--- config.mk ---
export PLATFORM = sky130hd
export DESIGN_NAME = dm_arbiter_flat
export DESIGN_NICKNAME = d
export VERILOG_FILES = /design/src/rtl/dm_arbiter_pkg.sv /design/src/rtl/dm_arbiter_if.sv /design/src/rtl/dm_arbiter_lane.sv /design/src/rtl/dm_arbiter.sv /design/src/flat_wrapper.sv
export SDC_FILE = /design/constraint.sdc
export NUM_CORES = 1
export LEC_CHECK = 0
export BUFFER_PORTS_ARGS = -buffer_cell sky130_fd_sc_hd__buf_2
export CORE_UTILIZATION = 55
export CTS_BUF_LIST = sky130_fd_sc_hd__clkbuf_16
export CTS_CLUSTER_SIZE = 16
export DETAILED_ROUTE_END_ITERATION = 10
export MAX_ROUTING_LAYER = met4
export PLACE_DENSITY = 0.95
export SLEW_MARGIN = 20
export SYNTH_ARGS = -nofsm -noshare
export SYNTH_HDL_FRONTEND = slang
export SYNTH_HIERARCHICAL = 1
export SYNTH_SLANG_ARGS = --single-unit
--- constraint.sdc ---
create_clock -name clk -period 4.15 [get_ports clk]
set_input_delay 0.83 -clock clk [delete_from_list [all_inputs] [get_ports clk]]
set_output_delay 0.83 -clock clk [all_outputs]
set_load 0.01 [all_outputs]
--- src/rtl/dm_arbiter_pkg.sv ---
// Shared encodings for the data-memory path: access sizes, arbiter FSM states
// and the alignment rule used to flag bad accesses.
package dm_arbiter_pkg;

  localparam logic [1:0] SZ_WORD = 2'b00;
  localparam logic [1:0] SZ_HALF = 2'b01;
  localparam logic [1:0] SZ_BYTE = 2'b10;
  localparam logic [1:0] SZ_RSVD = 2'b11;

  localparam logic [2:0] ST_IDLE   = 3'd0;
  localparam logic [2:0] ST_LOAD   = 3'd1;
  localparam logic [2:0] ST_RMW_RD = 3'd2;
  localparam logic [2:0] ST_RMW_WR = 3'd3;
  localparam logic [2:0] ST_FIN    = 3'd4;

  function automatic logic access_bad(input logic [1:0] size, input logic [1:0] off);
    case (size)
      SZ_WORD: return (off != 2'b00);
      SZ_HALF: return off[0];
      SZ_BYTE: return 1'b0;
      default: return 1'b1;
    endcase
  endfunction

endpackage

--- src/rtl/dm_arbiter_if.sv ---
// Requester and data-memory signals of the arbiter, bundled with modports for
// the arbiter (slave) side and the requester/memory (master) side.
interface dm_arbiter_if #(
  parameter int AW = 9
);
  logic [1:0]    req;
  logic [1:0]    we;
  logic [1:0]    size0;
  logic [1:0]    size1;
  logic [AW-1:0] addr0;
  logic [AW-1:0] addr1;
  logic [31:0]   wdata0;
  logic [31:0]   wdata1;
  logic [1:0]    gnt;
  logic [1:0]    done;
  logic [31:0]   rdata;
  logic          err;
  logic          mem_we;
  logic [AW-3:0] mem_addr;
  logic [31:0]   mem_wdata;
  logic [31:0]   mem_rdata;

  modport slave (
    input  req, we, size0, size1, addr0, addr1, wdata0, wdata1, mem_rdata,
    output gnt, done, rdata, err, mem_we, mem_addr, mem_wdata
  );

  modport master (
    output req, we, size0, size1, addr0, addr1, wdata0, wdata1, mem_rdata,
    input  gnt, done, rdata, err, mem_we, mem_addr, mem_wdata
  );
endinterface

--- src/rtl/dm_arbiter_lane.sv ---
// Little-endian lane logic: extracts a zero-extended load value from a memory
// word and merges a right-aligned store value into it.
module dm_lane
  import dm_arbiter_pkg::*;
(
  input  logic [1:0]  i_off,
  input  logic [1:0]  i_size,
  input  logic [31:0] i_word,
  input  logic [31:0] i_wdata,
  output logic [31:0] o_rdata,
  output logic [31:0] o_merged
);

  logic [4:0]  w_sh;
  logic [31:0] w_bmask;

  assign w_sh    = {i_off, 3'b000};
  assign w_bmask = 32'h0000_00FF << w_sh;

  always_comb begin
    o_rdata  = i_word;
    o_merged = i_wdata;
    case (i_size)
      SZ_HALF: begin
        if (i_off[1]) begin
          o_rdata  = {16'h0000, i_word[31:16]};
          o_merged = {i_wdata[15:0], i_word[15:0]};
        end else begin
          o_rdata  = {16'h0000, i_word[15:0]};
          o_merged = {i_word[31:16], i_wdata[15:0]};
        end
      end
      SZ_BYTE: begin
        o_rdata  = (i_word >> w_sh) & 32'h0000_00FF;
        o_merged = (i_word & ~w_bmask) | ({24'h000000, i_wdata[7:0]} << w_sh);
      end
      default: ;
    endcase
  end

endmodule

--- src/rtl/dm_arbiter.sv ---
// Two-port round-robin arbiter in front of a single-ported data memory; runs
// one load/store at a time, doing read-modify-write for sub-word stores.
module dm_arbiter
  import dm_arbiter_pkg::*;
#(
  parameter int AW = 9
) (
  input  logic        clk,
  input  logic        rst,
  dm_arbiter_if.slave bus
);

  logic [2:0]    r_state;
  logic          r_last;
  logic          r_port;
  logic          r_err;
  logic [31:0]   r_rdata;
  logic [1:0]    r_size;
  logic [AW-1:0] r_addr;
  logic [31:0]   r_wdata;
  logic [31:0]   r_wword;

  logic          w_sel;
  logic          w_grant;
  logic          w_fin;
  logic          w_in_we;
  logic [1:0]    w_in_size;
  logic [AW-1:0] w_in_addr;
  logic [31:0]   w_in_wdata;
  logic          w_in_bad;
  logic [31:0]   w_lane_rdata;
  logic [31:0]   w_lane_merged;

  // Contention goes to the port that did not win last; a lone requester always wins.
  assign w_sel      = (bus.req == 2'b11) ? ~r_last : bus.req[1];
  assign w_grant    = (r_state == ST_IDLE) && (bus.req != 2'b00) && !rst;
  assign w_fin      = (r_state == ST_FIN);
  assign w_in_we    = w_sel ? bus.we[1] : bus.we[0];
  assign w_in_size  = w_sel ? bus.size1  : bus.size0;
  assign w_in_addr  = w_sel ? bus.addr1  : bus.addr0;
  assign w_in_wdata = w_sel ? bus.wdata1 : bus.wdata0;
  assign w_in_bad   = access_bad(w_in_size, w_in_addr[1:0]);

  assign bus.gnt       = {w_grant & w_sel, w_grant & ~w_sel};
  assign bus.done      = {w_fin & r_port, w_fin & ~r_port};
  assign bus.err       = w_fin & r_err;
  assign bus.rdata     = r_rdata;
  assign bus.mem_we    = (r_state == ST_RMW_WR);
  assign bus.mem_addr  = r_addr[AW-1:2];
  assign bus.mem_wdata = r_wword;

  dm_lane u_lane (
    .i_off    (r_addr[1:0]),
    .i_size   (r_size),
    .i_word   (bus.mem_rdata),
    .i_wdata  (r_wdata),
    .o_rdata  (w_lane_rdata),
    .o_merged (w_lane_merged)
  );

  // Bad accesses spend one idle cycle in LOAD so every non-RMW access completes in two cycles.
  always_ff @(posedge clk) begin
    if (rst) begin
      r_state <= ST_IDLE;
      r_last  <= 1'b1;
      r_port  <= 1'b0;
      r_err   <= 1'b0;
      r_rdata <= 32'h0;
    end else begin
      case (r_state)
        ST_IDLE: begin
          if (w_grant) begin
            r_port <= w_sel;
            r_last <= w_sel;
            r_err  <= w_in_bad;
            if (w_in_bad || !w_in_we) r_state <= ST_LOAD;
            else if (w_in_size == SZ_WORD) r_state <= ST_RMW_WR;
            else r_state <= ST_RMW_RD;
          end
        end
        ST_LOAD: begin
          if (!r_err) r_rdata <= w_lane_rdata;
          r_state <= ST_FIN;
        end
        ST_RMW_RD: r_state <= ST_RMW_WR;
        ST_RMW_WR: r_state <= ST_FIN;
        default:   r_state <= ST_IDLE;
      endcase
    end
  end

  always_ff @(posedge clk) begin
    if (w_grant) begin
      r_size  <= w_in_size;
      r_addr  <= w_in_addr;
      r_wdata <= w_in_wdata;
      r_wword <= w_in_wdata;
    end else if (r_state == ST_RMW_RD) begin
      r_wword <= w_lane_merged;
    end
  end

endmodule

--- src/flat_wrapper.sv ---
// flat-port wrapper written by rule: the top's interface ports become plain ports
module dm_arbiter_flat import dm_arbiter_pkg::*;
#(
  parameter int AW = 9
)
  (clk, rst, bus_req, bus_we, bus_size0, bus_size1, bus_addr0, bus_addr1, bus_wdata0, bus_wdata1, bus_mem_rdata, bus_gnt, bus_done, bus_rdata, bus_err, bus_mem_we, bus_mem_addr, bus_mem_wdata);
  dm_arbiter_if #(.AW(AW)) bus_i ();
  input  logic clk;
  input  logic rst;
  input wire logic [$bits(bus_i.req)-1:0] bus_req;
  input wire logic [$bits(bus_i.we)-1:0] bus_we;
  input wire logic [$bits(bus_i.size0)-1:0] bus_size0;
  input wire logic [$bits(bus_i.size1)-1:0] bus_size1;
  input wire logic [$bits(bus_i.addr0)-1:0] bus_addr0;
  input wire logic [$bits(bus_i.addr1)-1:0] bus_addr1;
  input wire logic [$bits(bus_i.wdata0)-1:0] bus_wdata0;
  input wire logic [$bits(bus_i.wdata1)-1:0] bus_wdata1;
  input wire logic [$bits(bus_i.mem_rdata)-1:0] bus_mem_rdata;
  output wire logic [$bits(bus_i.gnt)-1:0] bus_gnt;
  output wire logic [$bits(bus_i.done)-1:0] bus_done;
  output wire logic [$bits(bus_i.rdata)-1:0] bus_rdata;
  output wire logic [$bits(bus_i.err)-1:0] bus_err;
  output wire logic [$bits(bus_i.mem_we)-1:0] bus_mem_we;
  output wire logic [$bits(bus_i.mem_addr)-1:0] bus_mem_addr;
  output wire logic [$bits(bus_i.mem_wdata)-1:0] bus_mem_wdata;
  assign bus_i.req = bus_req;
  assign bus_i.we = bus_we;
  assign bus_i.size0 = bus_size0;
  assign bus_i.size1 = bus_size1;
  assign bus_i.addr0 = bus_addr0;
  assign bus_i.addr1 = bus_addr1;
  assign bus_i.wdata0 = bus_wdata0;
  assign bus_i.wdata1 = bus_wdata1;
  assign bus_i.mem_rdata = bus_mem_rdata;
  assign bus_gnt = bus_i.gnt;
  assign bus_done = bus_i.done;
  assign bus_rdata = bus_i.rdata;
  assign bus_err = bus_i.err;
  assign bus_mem_we = bus_i.mem_we;
  assign bus_mem_addr = bus_i.mem_addr;
  assign bus_mem_wdata = bus_i.mem_wdata;
  dm_arbiter #(.AW(AW)) u_core (.clk(clk), .rst(rst), .bus(bus_i));
endmodule
==> key figures <==
Outcome
  • Status: completed

Clock tree
  • Total CTS buffers: 17
  • Clk sinks: 113
  • Post_cts resized: 0
  • Setup Buffers After CTS: 0
  • Root Driver: clkbuf_16
  • Hold buffers post-CTS: 0
  • Clk Latency, worst-skew pair: 410 ps
  • CTS tree: yes
  • Clock buffer depth: 2
  • Clock-pin transition on the worst setup and hold timing paths: 60 ps
  • H-tree levels: 4

Logic synthesis
  • Total number of yosys warnings: 6
  • Fraction of synthesized cell area in xor and xnor cells: 0%
  • Complex-gate fraction of the synthesized area: 12.9%
  • Yosys cell types: 47
  • Syn Nets: 664
  • Post-Syn Instances: 538
  • Cell Area, Synth: 0.00625 mm²
  • Avg Synthesized Cell Area: 11.6 µm²
  • Seq/Total Area, Yosys: 48.2%
  • Ys async rst share: 0%
  • Main combinational cell family by area after synthesis: multiplexers
  • Ys flop type: edfxtp_1
  • Mux cell area share after synthesis: 21.8%
  • Number of enable flip-flop cells after synthesis: 75
  • Synth Area in Simple Gates: 11.8%
  • Flops & latches, synth: 113
  • Post-Synth Adder-Cell Area: 0.400%

Route
  • DRT Pass-1 Iters: 5
  • Total wire length: 17400 µm
  • Drt initial violations: 433
  • DRC viols: 0
  • Via-to-Cell Ratio: 5.99
  • Vias post-DR: 5231
  • Post-DR wirelength/cell: 20.0 µm
  • Number of routed nets with antenna violations: 0

STA
  • Setup Skew: 6.50 ps
  • Period utilization: 77.6%
  • Final hold violations: 0
  • RSZ-0062 raised after global routing: no
  • Max_slew headroom: 32.9%
  • Tmin final: 3220 ps
  • Actual slew at the worst max-slew pin: 1010 ps
  • Setup TNS: 0 ps
  • Slew Viols, Final: 0
  • Setup violations, final: 0
  • F_max: 310 MHz

Power
  • Sw Ratio: 28.4%
  • Comb power frac: 22.1%
  • Psw: 1040 µW
  • Internal power contribution: 2630 µW
  • Leak: 0.00335 µW
  • Clock share of power: 39.0%
  • Sequential power share: 38.9%
  • PwrDens: 470 mW/mm²
  • VDD IR max: 0.309 mV

GRT
  • Initial antenna violation count: 1
  • Vias in the first global route: 5208
  • GRT Resource Usage Total: 31.3%
  • Global-route wire length before repair: 26400 µm
  • Largest net degree at the start of global routing: 69
  • Gr ovfl total: 0

Die
  • Starting Density: 56.9%
  • Chip Height: 109 µm
  • Die span in x: 109 µm
  • Total Die Area: 0.0118 mm²
  • Io pins: 201
  • Core area: 0.0110 mm²
  • Row cnt: 38

Cells and area
  • Final Cell Area: 0.00782 mm²
  • Layout cells sized above 1: 44.5%
  • Syn-to-layout area delta: 25.1%
  • Nets: 845

Placed design
  • Port Buf Inserts: 200
  • Placed Area: 0.00722 mm²
  • Detailed Place HPWL: 12300 µm
  • Gp weighted congestion: 0.937

Worst setup path
  • WP data arrival: 2390 ps
  • Startpoint types: primary input
  • Crit path required time: 3320 ps
  • WS Path Type: primary input to output pin
  • CP Launch Point: rst
  • CP Capture Type: output pin
  • Crit-path max FO: 37
  • Worst R2R Path Depth: 7
  • Reg2reg start: u_core/r_size[1]

Hold path
  • Tightest Hold Check Type: register to register
  • Hold path start: u_core/bus.rdata[5]
  • Hold path depth: 2

Job
  • Max_cap viols: 0
## cell usage after synthesis, drive strengths merged (2+ instances only)
library cell,number,area [µm²]
mux2i,42,420
clkbuf,10,37.5
mux2,75,942
and2,27,169
a22o,25,219
a21o,2,15.0
ha,2,25.0
o221ai,16,140
nor2b,6,37.5
a21oi,39,210
nor2,19,71.3
o21ai,2,13.8
nand2b,6,40.0
edfxtp,75,2250
inv,6,22.5
buf,34,251
nor3,3,25.0
a211oi,2,15.0
nor3b,2,20.0
a221o,16,160
dfxtp,38,761
nand2,81,307
## routing by layer
metal / up-vias / share of wire (%) / global-route usage, % / wire length [µm]
li1: 2358 / - / - / -
met1: 2443 / 37 / 36.2 / 6530
met2: 373 / 49 / 51.4 / 8530
met3: 57 / 10 / 7.83 / 1810
met4: 0 / 3.2 / 14.5 / 553
met5: - / 0 / - / 0
## worst max-delay path, stage by stage
cell and delay, ps:
buf_2 310, nor3_2 310, nor3b_4 580, nor2b_1 210, buf_2 140
## stage by stage
stage	setup slack [ps]	utilization, %	hold slack, ps	total power (µW)	std cells
final	929	71.2	457	3680	873
after global routing	775	71.2	473	3800	873
after CTS	947	71.1	453	3670	871
after detailed placement	947	65.8	448	2240	839
after global placement	1050	65.8	443	2210	839
after floorplan	1240	-	457	2000	538
## placed cells by master, fill, tap and decap left out, types with 2 or more instances in the layout
cell type / Yosys / routed
clkinv_4: 0 / 3
buf_4: 15 / 3
and2_0: 5 / 5
edfxtp_1: 75 / 75
and2_1: 22 / 22
clkbuf_16: 0 / 17
mux2_2: 49 / 49
inv_1: 5 / 5
nand2b_1: 5 / 5
a21o_1: 2 / 2
mux2_4: 26 / 26
clkinvlp_4: 0 / 5
nor2b_1: 6 / 6
nand2_1: 80 / 80
nor2_1: 19 / 19
a211oi_1: 2 / 2
inv_6: 0 / 3
o221ai_1: 16 / 16
a21oi_1: 37 / 37
bufinv_16: 0 / 2
mux2i_1: 42 / 42
clkinv_2: 0 / 2
buf_2: 13 / 200
buf_12: 2 / 2
dfxtp_1: 38 / 38
a221o_1: 16 / 16
a22o_1: 25 / 25
ha_1: 2 / 2
## cells by family after synthesis
family                     count (synthesis)
DFF                                      113
muxes                                    117
and+or+nand+nor                          151
AOI/OAI and AO/OA                        105
adders and majority gates                  2
buffers and inverters                     50
## sequential cells by signal, summed over array words and instances, names as in the netlist
register / count
u_core/r_state: 3
u_core/r_port: 1
u_core/bus.rdata: 32
u_core/r_wdata: 32
u_core/r_err: 1
u_core/r_last: 1
u_core/bus.mem_wdata: 32
u_core/r_addr: 9
u_core/r_size: 2
## cell type report
class                           count  area [µm²]
Sequential cell                   113        3010
Clock inverter                     15         160
Clock buffer                       17         425
Multi-Input combinational cell    375        2950
Tap cell                          140         175
Antenna cell                        1        2.50
Timing Repair Buffer              206        1070
Fill cell                         779        3160
Inverter                            6        22.5
## power groups by stage
stage | logic (µW) | clock network [µW] | registers, µW
after floorplan | 536 | 0 | 1460
after global placement | 763 | 0 | 1450
after detailed placement | 793 | 0 | 1450
after CTS | 803 | 1440 | 1430
after global routing | 871 | 1490 | 1440
final | 812 | 1430 | 1430
## worst paths after layout
path,endpoint,slack (ps)
max reg2reg,u_core/bus.rdata[0],1220
min,u_core/bus.rdata[5],460
min reg2reg,u_core/bus.rdata[5],460
max,bus_gnt[0],930
(Power assumes the default switching activity.)
